--- config.mk ---
export PLATFORM = sky130hd
export DESIGN_NAME = pixel_unpacker_flat
export DESIGN_NICKNAME = d
export VERILOG_FILES = /design/src/rtl/pixel_unpacker_if.sv /design/src/rtl/pixel_unpacker.sv /design/src/flat_wrapper.sv
export SDC_FILE = /design/constraint.sdc
export NUM_CORES = 1
export LEC_CHECK = 0
export ABC_AREA = 1
export CAP_MARGIN = 5
export CORE_MARGIN = 8
export CORE_UTILIZATION = 40
export CTS_CLUSTER_SIZE = 20
export DETAILED_ROUTE_END_ITERATION = 12
export GPL_TIMING_DRIVEN = 0
export HOLD_SLACK_MARGIN = 0.08
export PLACE_DENSITY = 0.73
export SLEW_MARGIN = 15
export SYNTH_ARGS = -nofsm -noshare
export SYNTH_HDL_FRONTEND = slang
export SYNTH_SLANG_ARGS = --single-unit
--- constraint.sdc ---
create_clock -name aclk -period 4.8 [get_ports aclk]
set_input_delay 0.48 -clock aclk [delete_from_list [all_inputs] [get_ports aclk]]
set_output_delay 0.48 -clock aclk [all_outputs]
set_load 0.01 [all_outputs]
--- src/rtl/pixel_unpacker_if.sv ---
// rtl/pixel_unpacker_if.sv - 32-bit packed-pixel stream carrying tuser/tlast framing.
interface pixel_unpacker_if;
    logic [31:0] tdata;
    logic [3:0]  tkeep;
    logic        tlast;
    logic        tuser;
    logic        tvalid;
    logic        tready;

    modport master (output tdata, output tkeep, output tlast, output tuser, output tvalid, input tready);
    modport slave  (input tdata, input tkeep, input tlast, input tuser, input tvalid, output tready);
endinterface

--- src/rtl/pixel_unpacker.sv ---
// rtl/pixel_unpacker.sv - unpacks 3 stream words into 4 RGB888 pixels with x/y and framing checks.
// Optional keep_err/frame_count statistics under PIXEL_UNPACKER_STATS_EN.
module pixel_unpacker #(
    parameter int X_SIZE = 640,
    parameter int Y_SIZE = 480
) (
    input  logic              aclk,
    input  logic              areset,
    pixel_unpacker_if.slave   in_stream,
    output logic [7:0]        r,
    output logic [7:0]        g,
    output logic [7:0]        b,
    output logic [9:0]        x,
    output logic [8:0]        y,
    output logic              sof,
    output logic              eol,
    output logic              pix_valid,
    input  logic              pix_ready,
    input  logic              clear_err,
    output logic              sof_err,
    output logic              eol_err,
    output logic              keep_err,
    output logic [15:0]       frame_count
);
    localparam logic [9:0] XMAX = 10'(X_SIZE - 1);
    localparam logic [9:0] XPEN = 10'(X_SIZE - 2);
    localparam logic [8:0] YMAX = 9'(Y_SIZE - 1);

    typedef enum logic [1:0] {PH0, PH1, PH2, PH3} phase_t;

    phase_t      phase;
    logic [9:0]  pos_x;
    logic [8:0]  pos_y;
    logic [23:0] residue;
    logic        brk;

    logic        adv, hs, sof_hit, last_exp, last_bad, early;
    phase_t      eff_phase, nxt_phase;
    logic [9:0]  eff_x;
    logic [8:0]  eff_y;
    logic [23:0] pix_word, nres;

    function automatic logic [9:0] inc_x(input logic [9:0] cx);
        return (cx == XMAX) ? 10'd0 : cx + 10'd1;
    endfunction

    function automatic logic [8:0] inc_line(input logic [8:0] cy);
        return (cy == YMAX) ? 9'd0 : cy + 9'd1;
    endfunction

    function automatic logic [8:0] inc_y(input logic [9:0] cx, input logic [8:0] cy);
        return (cx == XMAX) ? inc_line(cy) : cy;
    endfunction

    assign adv              = !pix_valid || pix_ready;
    assign in_stream.tready = adv && (phase != PH3);
    assign hs               = in_stream.tvalid && in_stream.tready;

    // An off-position tuser restarts the frame before the tlast check is made.
    always_comb begin
        sof_hit   = in_stream.tuser && !(phase == PH0 && pos_x == 10'd0 && pos_y == 9'd0);
        eff_phase = sof_hit ? PH0 : phase;
        eff_x     = sof_hit ? 10'd0 : pos_x;
        eff_y     = sof_hit ? 9'd0 : pos_y;
        last_exp  = (eff_phase == PH2) && (eff_x == XPEN);
        last_bad  = in_stream.tlast != last_exp;
        early     = in_stream.tlast && !last_exp;
        pix_word  = in_stream.tdata[23:0];
        nres      = {16'h0, in_stream.tdata[31:24]};
        nxt_phase = PH1;
        case (eff_phase)
            PH0: begin
                pix_word  = in_stream.tdata[23:0];
                nres      = {16'h0, in_stream.tdata[31:24]};
                nxt_phase = PH1;
            end
            PH1: begin
                pix_word  = {in_stream.tdata[15:0], residue[7:0]};
                nres      = {8'h0, in_stream.tdata[31:16]};
                nxt_phase = PH2;
            end
            default: begin
                pix_word  = {in_stream.tdata[7:0], residue[15:0]};
                nres      = in_stream.tdata[31:8];
                nxt_phase = PH3;
            end
        endcase
    end

    always_ff @(posedge aclk or posedge areset) begin
        if (areset) begin
            phase     <= PH0;
            pos_x     <= 10'd0;
            pos_y     <= 9'd0;
            residue   <= 24'd0;
            brk       <= 1'b0;
            pix_valid <= 1'b0;
            r         <= 8'd0;
            g         <= 8'd0;
            b         <= 8'd0;
            x         <= 10'd0;
            y         <= 9'd0;
            sof       <= 1'b0;
            eol       <= 1'b0;
            sof_err   <= 1'b0;
            eol_err   <= 1'b0;
        end else begin
            if (adv) begin
                if (hs) begin
                    {r, g, b} <= pix_word;
                    x         <= eff_x;
                    y         <= eff_y;
                    sof       <= (eff_x == 10'd0) && (eff_y == 9'd0);
                    eol       <= eff_x == XMAX;
                    pix_valid <= 1'b1;
                    if (early && eff_phase != PH2) begin
                        phase   <= PH0;
                        pos_x   <= 10'd0;
                        pos_y   <= inc_line(eff_y);
                        residue <= 24'd0;
                        brk     <= 1'b0;
                    end else begin
                        // A stray tlast on W2 still lets p3 out before the line break.
                        phase   <= nxt_phase;
                        pos_x   <= inc_x(eff_x);
                        pos_y   <= inc_y(eff_x, eff_y);
                        residue <= nres;
                        brk     <= early;
                    end
                end else if (phase == PH3) begin
                    {r, g, b} <= residue;
                    x         <= pos_x;
                    y         <= pos_y;
                    sof       <= (pos_x == 10'd0) && (pos_y == 9'd0);
                    eol       <= pos_x == XMAX;
                    pix_valid <= 1'b1;
                    phase     <= PH0;
                    residue   <= 24'd0;
                    brk       <= 1'b0;
                    pos_x     <= brk ? 10'd0 : inc_x(pos_x);
                    pos_y     <= brk ? inc_line(pos_y) : inc_y(pos_x, pos_y);
                end else begin
                    pix_valid <= 1'b0;
                end
            end

            if (hs && sof_hit)
                sof_err <= 1'b1;
            else if (clear_err)
                sof_err <= 1'b0;

            if (hs && last_bad)
                eol_err <= 1'b1;
            else if (clear_err)
                eol_err <= 1'b0;
        end
    end

`ifdef PIXEL_UNPACKER_STATS_EN
    always_ff @(posedge aclk or posedge areset) begin
        if (areset) begin
            keep_err    <= 1'b0;
            frame_count <= 16'd0;
        end else begin
            if (hs && in_stream.tkeep != 4'hF)
                keep_err <= 1'b1;
            else if (clear_err)
                keep_err <= 1'b0;

            if (pix_valid && pix_ready && x == XMAX && y == YMAX)
                frame_count <= frame_count + 16'd1;
        end
    end
`else
    logic unused_keep;
    assign unused_keep = ^in_stream.tkeep;
    assign keep_err    = 1'b0;
    assign frame_count = 16'd0;
`endif
endmodule

--- src/flat_wrapper.sv ---
// flat-port wrapper written by rule: the top's interface ports become plain ports
module pixel_unpacker_flat 
#(
    parameter int X_SIZE = 640,
    parameter int Y_SIZE = 480
)
  (aclk, areset, r, g, b, x, y, sof, eol, pix_valid, pix_ready, clear_err, sof_err, eol_err, keep_err, frame_count, in_stream_tdata, in_stream_tkeep, in_stream_tlast, in_stream_tuser, in_stream_tvalid, in_stream_tready);
  pixel_unpacker_if in_stream_i ();
  input  logic aclk;
  input  logic areset;
  output logic [7:0] r;
  output logic [7:0] g;
  output logic [7:0] b;
  output logic [9:0] x;
  output logic [8:0] y;
  output logic sof;
  output logic eol;
  output logic pix_valid;
  input  logic pix_ready;
  input  logic clear_err;
  output logic sof_err;
  output logic eol_err;
  output logic keep_err;
  output logic [15:0] frame_count;
  input wire logic [$bits(in_stream_i.tdata)-1:0] in_stream_tdata;
  input wire logic [$bits(in_stream_i.tkeep)-1:0] in_stream_tkeep;
  input wire logic [$bits(in_stream_i.tlast)-1:0] in_stream_tlast;
  input wire logic [$bits(in_stream_i.tuser)-1:0] in_stream_tuser;
  input wire logic [$bits(in_stream_i.tvalid)-1:0] in_stream_tvalid;
  output wire logic [$bits(in_stream_i.tready)-1:0] in_stream_tready;
  assign in_stream_i.tdata = in_stream_tdata;
  assign in_stream_i.tkeep = in_stream_tkeep;
  assign in_stream_i.tlast = in_stream_tlast;
  assign in_stream_i.tuser = in_stream_tuser;
  assign in_stream_i.tvalid = in_stream_tvalid;
  assign in_stream_tready = in_stream_i.tready;
  pixel_unpacker #(.X_SIZE(X_SIZE), .Y_SIZE(Y_SIZE)) u_core (.aclk(aclk), .areset(areset), .in_stream(in_stream_i), .r(r), .g(g), .b(b), .x(x), .y(y), .sof(sof), .eol(eol), .pix_valid(pix_valid), .pix_ready(pix_ready), .clear_err(clear_err), .sof_err(sof_err), .eol_err(eol_err), .keep_err(keep_err), .frame_count(frame_count));
endmodule
==> metrics.txt <==
clk_lat worst skew 0.35 ns; H-tree depth 3; area of placed instances 6661 um2; core area 13300 um2; crit path cell chain inv_1, ha_1, nand3_1, nor2_2, nand4_2, nand2_4, clkinv_1, nor2_1, ha_1, nand4_2, nor2_2, nand2_2, nand2_4, buf_6, nand4_1, nand2_1, nand2_1, a21oi_2; Final Wtd Congestion 0.9003; post-synthesis cell type count 43; Die H 133.1 um; reg-to-reg startpoint u_core.pos_y[0]$_DFFE_PP0P_; WHS 0.4781 ns; largest cells by area after synthesis dfrtp_1, nand2_1, o21ai_0, inv_1, nand3_1; diodes inserted 0; Sink Count 94; Ports 109; Rel. slew slack 57.72%; largest net degree at the start of global routing 61; RSZ-0062 raised after global routing no; cell taking the most area after synthesis dfrtp_1; Synth Warn # 0; FF+latch count, synth 94; 1st-iter DRT viols 575; Starting Density 41.22%; crit path kind flip-flop to flip-flop; post-synthesis sequential area ratio 42.92%; Worst path depth 18; maxcap violations 0; worst-path fanout max 10; Slew Limit Fails 0; Die ar. 17700 um2; R2R Setup Slk 1.61 ns; critical path's largest stage delay 0.43 ns; first-pass GRT wire length 27.06 mm; TritonCTS buffer count 9; CP required 5.08 ns; largest buffer count on any clock path 2; clock root buffer clkbuf_16; Cells after Synth 702; Overflow after GRT 0; EDFF count, synth 0; reg-to-reg critical path endpoint u_core.pos_y[8]$_DFFE_PP0P_; final setup violation count 0; IO buf count 87; initial antenna violation count 0; WHS Path Cells 2; Post-synth ARST share 100.0%; P per Cell Area 476.5 nW/um2; clock-pin slew on the worst setup and hold paths 0.07 ns; FILL cells 1271; worst slew pin tran 0.6342 ns; synthesis-to-layout area growth 28.17%; DRC errors left 0; Buffers & Inverters on Critical Path 3; layout cells sized above 1 10.10%; Antenna Nets Post-Route 0; design area 7024 um2; CP startpoint kind flip-flop; CP top delay family simple AND/OR/NAND/NOR gates; Worst setup EP type flip-flop; run status finished clean; routed wire length 16.71 mm; Primary FF master, synth dfrtp_1; Critical Path AT 3.48 ns; clock skew 0.009485 ns; Cell Rows 42; routed len/inst 16.74 um; vias in the first global route 5238; worst reg2reg path depth 18; syn_area_per_cell 7.807 um2; synthesized cell area 5480 um2; P_leak 3.208 nW; Critical path origin u_core.pos_y[0]$_DFFE_PP0P_; total negative slack 0 ns; overall global routing resource usage 18.88%; top cell type's share of synthesized area 42.92%; Resize count post-CTS 0; Layout Utilization 52.83%; Max VDD drop 0.0001964 V; Final Hold Viols 0; CP max-delay cell dfrtp_1; cts hold-fix bufs 0; vias per cell 5.372; DRT Pass-1 Iters 8; Achievable Freq 0.3133 GHz; end of the critical path u_core.pos_y[8]$_DFFE_PP0P_; Die W 133.1 um; Tmin final 3.192 ns; TritonCTS clock tree yes; Final Cycle Share 66.51%; vias 5361; dpl hpwl 12.27 mm; Setup Buffers After CTS 0; final net count 869; class of the worst hold path flip-flop to flip-flop
final cells by class:
type / instances / area [um2] / share of cell area, %
clock inverters: 6 / 133.9 / 1.906
well taps: 176 / 220.2 / 3.135
flip-flops and latches: 94 / 2352 / 33.49
repair buffers: 88 / 898.4 / 12.79
multi-input cells: 496 / 2580 / 36.73
inverters: 73 / 276.5 / 3.937
plain buffers: 55 / 334.1 / 4.756
clock buffers: 10 / 229.0 / 3.260
Yosys cell counts (16+ instances only):
master / count
a21oi_1: 38
inv_1: 67
buf_4: 18
nand2_1: 152
o21ai_0: 57
dfrtp_1: 94
a31oi_1: 17
clkbuf_1: 17
o221ai_1: 16
nor2_1: 57
nand3_1: 50
routing by layer:
| layer | global-route usage (%) | part of all wire [%] |
|---|---|---|
| met5 | 0 | 0 |
| met4 | 8.139 | 2.8 |
| met3 | 4.807 | 9.9 |
| met2 | 29.47 | 44 |
| met1 | 24.20 | 43 |
per-stage QoR:
stage	power, mW	worst slack, ns	cells
3_5_place_dp	2.462	1.569	982
2_1_floorplan	1.919	1.871	718
4_1_cts	3.344	1.630	998
5_1_grt	3.543	1.331	998
6_report	3.347	1.608	998
3_3_place_gp	2.440	0.3600	981
kinds of logic after synthesis:
| logic type | Yosys count | synth area share (%) |
|---|---|---|
| fa+ha+maj | 9 | 2.055 |
| xor+xnor | 8 | 1.279 |
| flops | 94 | 42.92 |
| simple gates | 308 | 25.50 |
| buf+inv | 128 | 11.10 |
| compound gates | 154 | 17.08 |
| other cells | 1 | 0.06843 |
flip-flops by register name (all words and copies together) (netlist names):
name              cells
u_core.residue       24
u_core.pos_x         10
u_core.x             10
u_core.pos_y          9
u_core.y              9
u_core.b              8
u_core.g              8
u_core.r              8
u_core.phase          2
u_core.brk            1
u_core.eol            1
u_core.eol_err        1
u_core.pix_valid      1
u_core.sof            1
u_core.sof_err        1
cells in the final DEF (no fill, tap or decap), drive strengths merged:
master,n
a21oi,39
a22o,9
a22oi,4
a31oi,17
buf,39
bufinv,4
clkbuf,27
clkdlybuf4s50,87
clkinv,5
conb,17
dfrtp,94
ha,9
inv,70
nand2,160
nand3,50
nand4,14
nor2,65
nor3,15
nor4,1
o2111ai,1
o21ai,62
o21bai,1
o221ai,16
o22ai,4
o41ai,1
or2,2
or3b,1
xor2,8
worst min-delay path by stage:
stage | from | endpoint | slack, ns
global route | u_core.y[6]$_DFFE_PP0P_ | u_core.y[6]$_DFFE_PP0P_ | 0.50
finish | u_core.x[5]$_DFFE_PP0P_ | u_core.x[5]$_DFFE_PP0P_ | 0.48
global placement | u_core.x[4]$_DFFE_PP0P_ | u_core.x[4]$_DFFE_PP0P_ | 0.47
CTS | u_core.x[0]$_DFFE_PP0P_ | u_core.x[0]$_DFFE_PP0P_ | 0.49
detailed placement | u_core.x[5]$_DFFE_PP0P_ | u_core.x[5]$_DFFE_PP0P_ | 0.47
floorplan | u_core.residue[16]$_DFFE_PP0P_ | u_core.residue[16]$_DFFE_PP0P_ | 0.45
where the power goes:
part	internal, mW	switching, mW	total, mW
clock network	0.562	0.318	0.881
registers	1.01	0.154	1.16
logic	0.553	0.753	1.31
tightest hold or removal path, delay by kind of cell, from the launching register on:
| family | cells | cell delay [ns] |
|---|---|---|
| flops | 1 | 0.34 |
| simple gates | 2 | 0.10 |
Power figures use the tool's default switching activity.
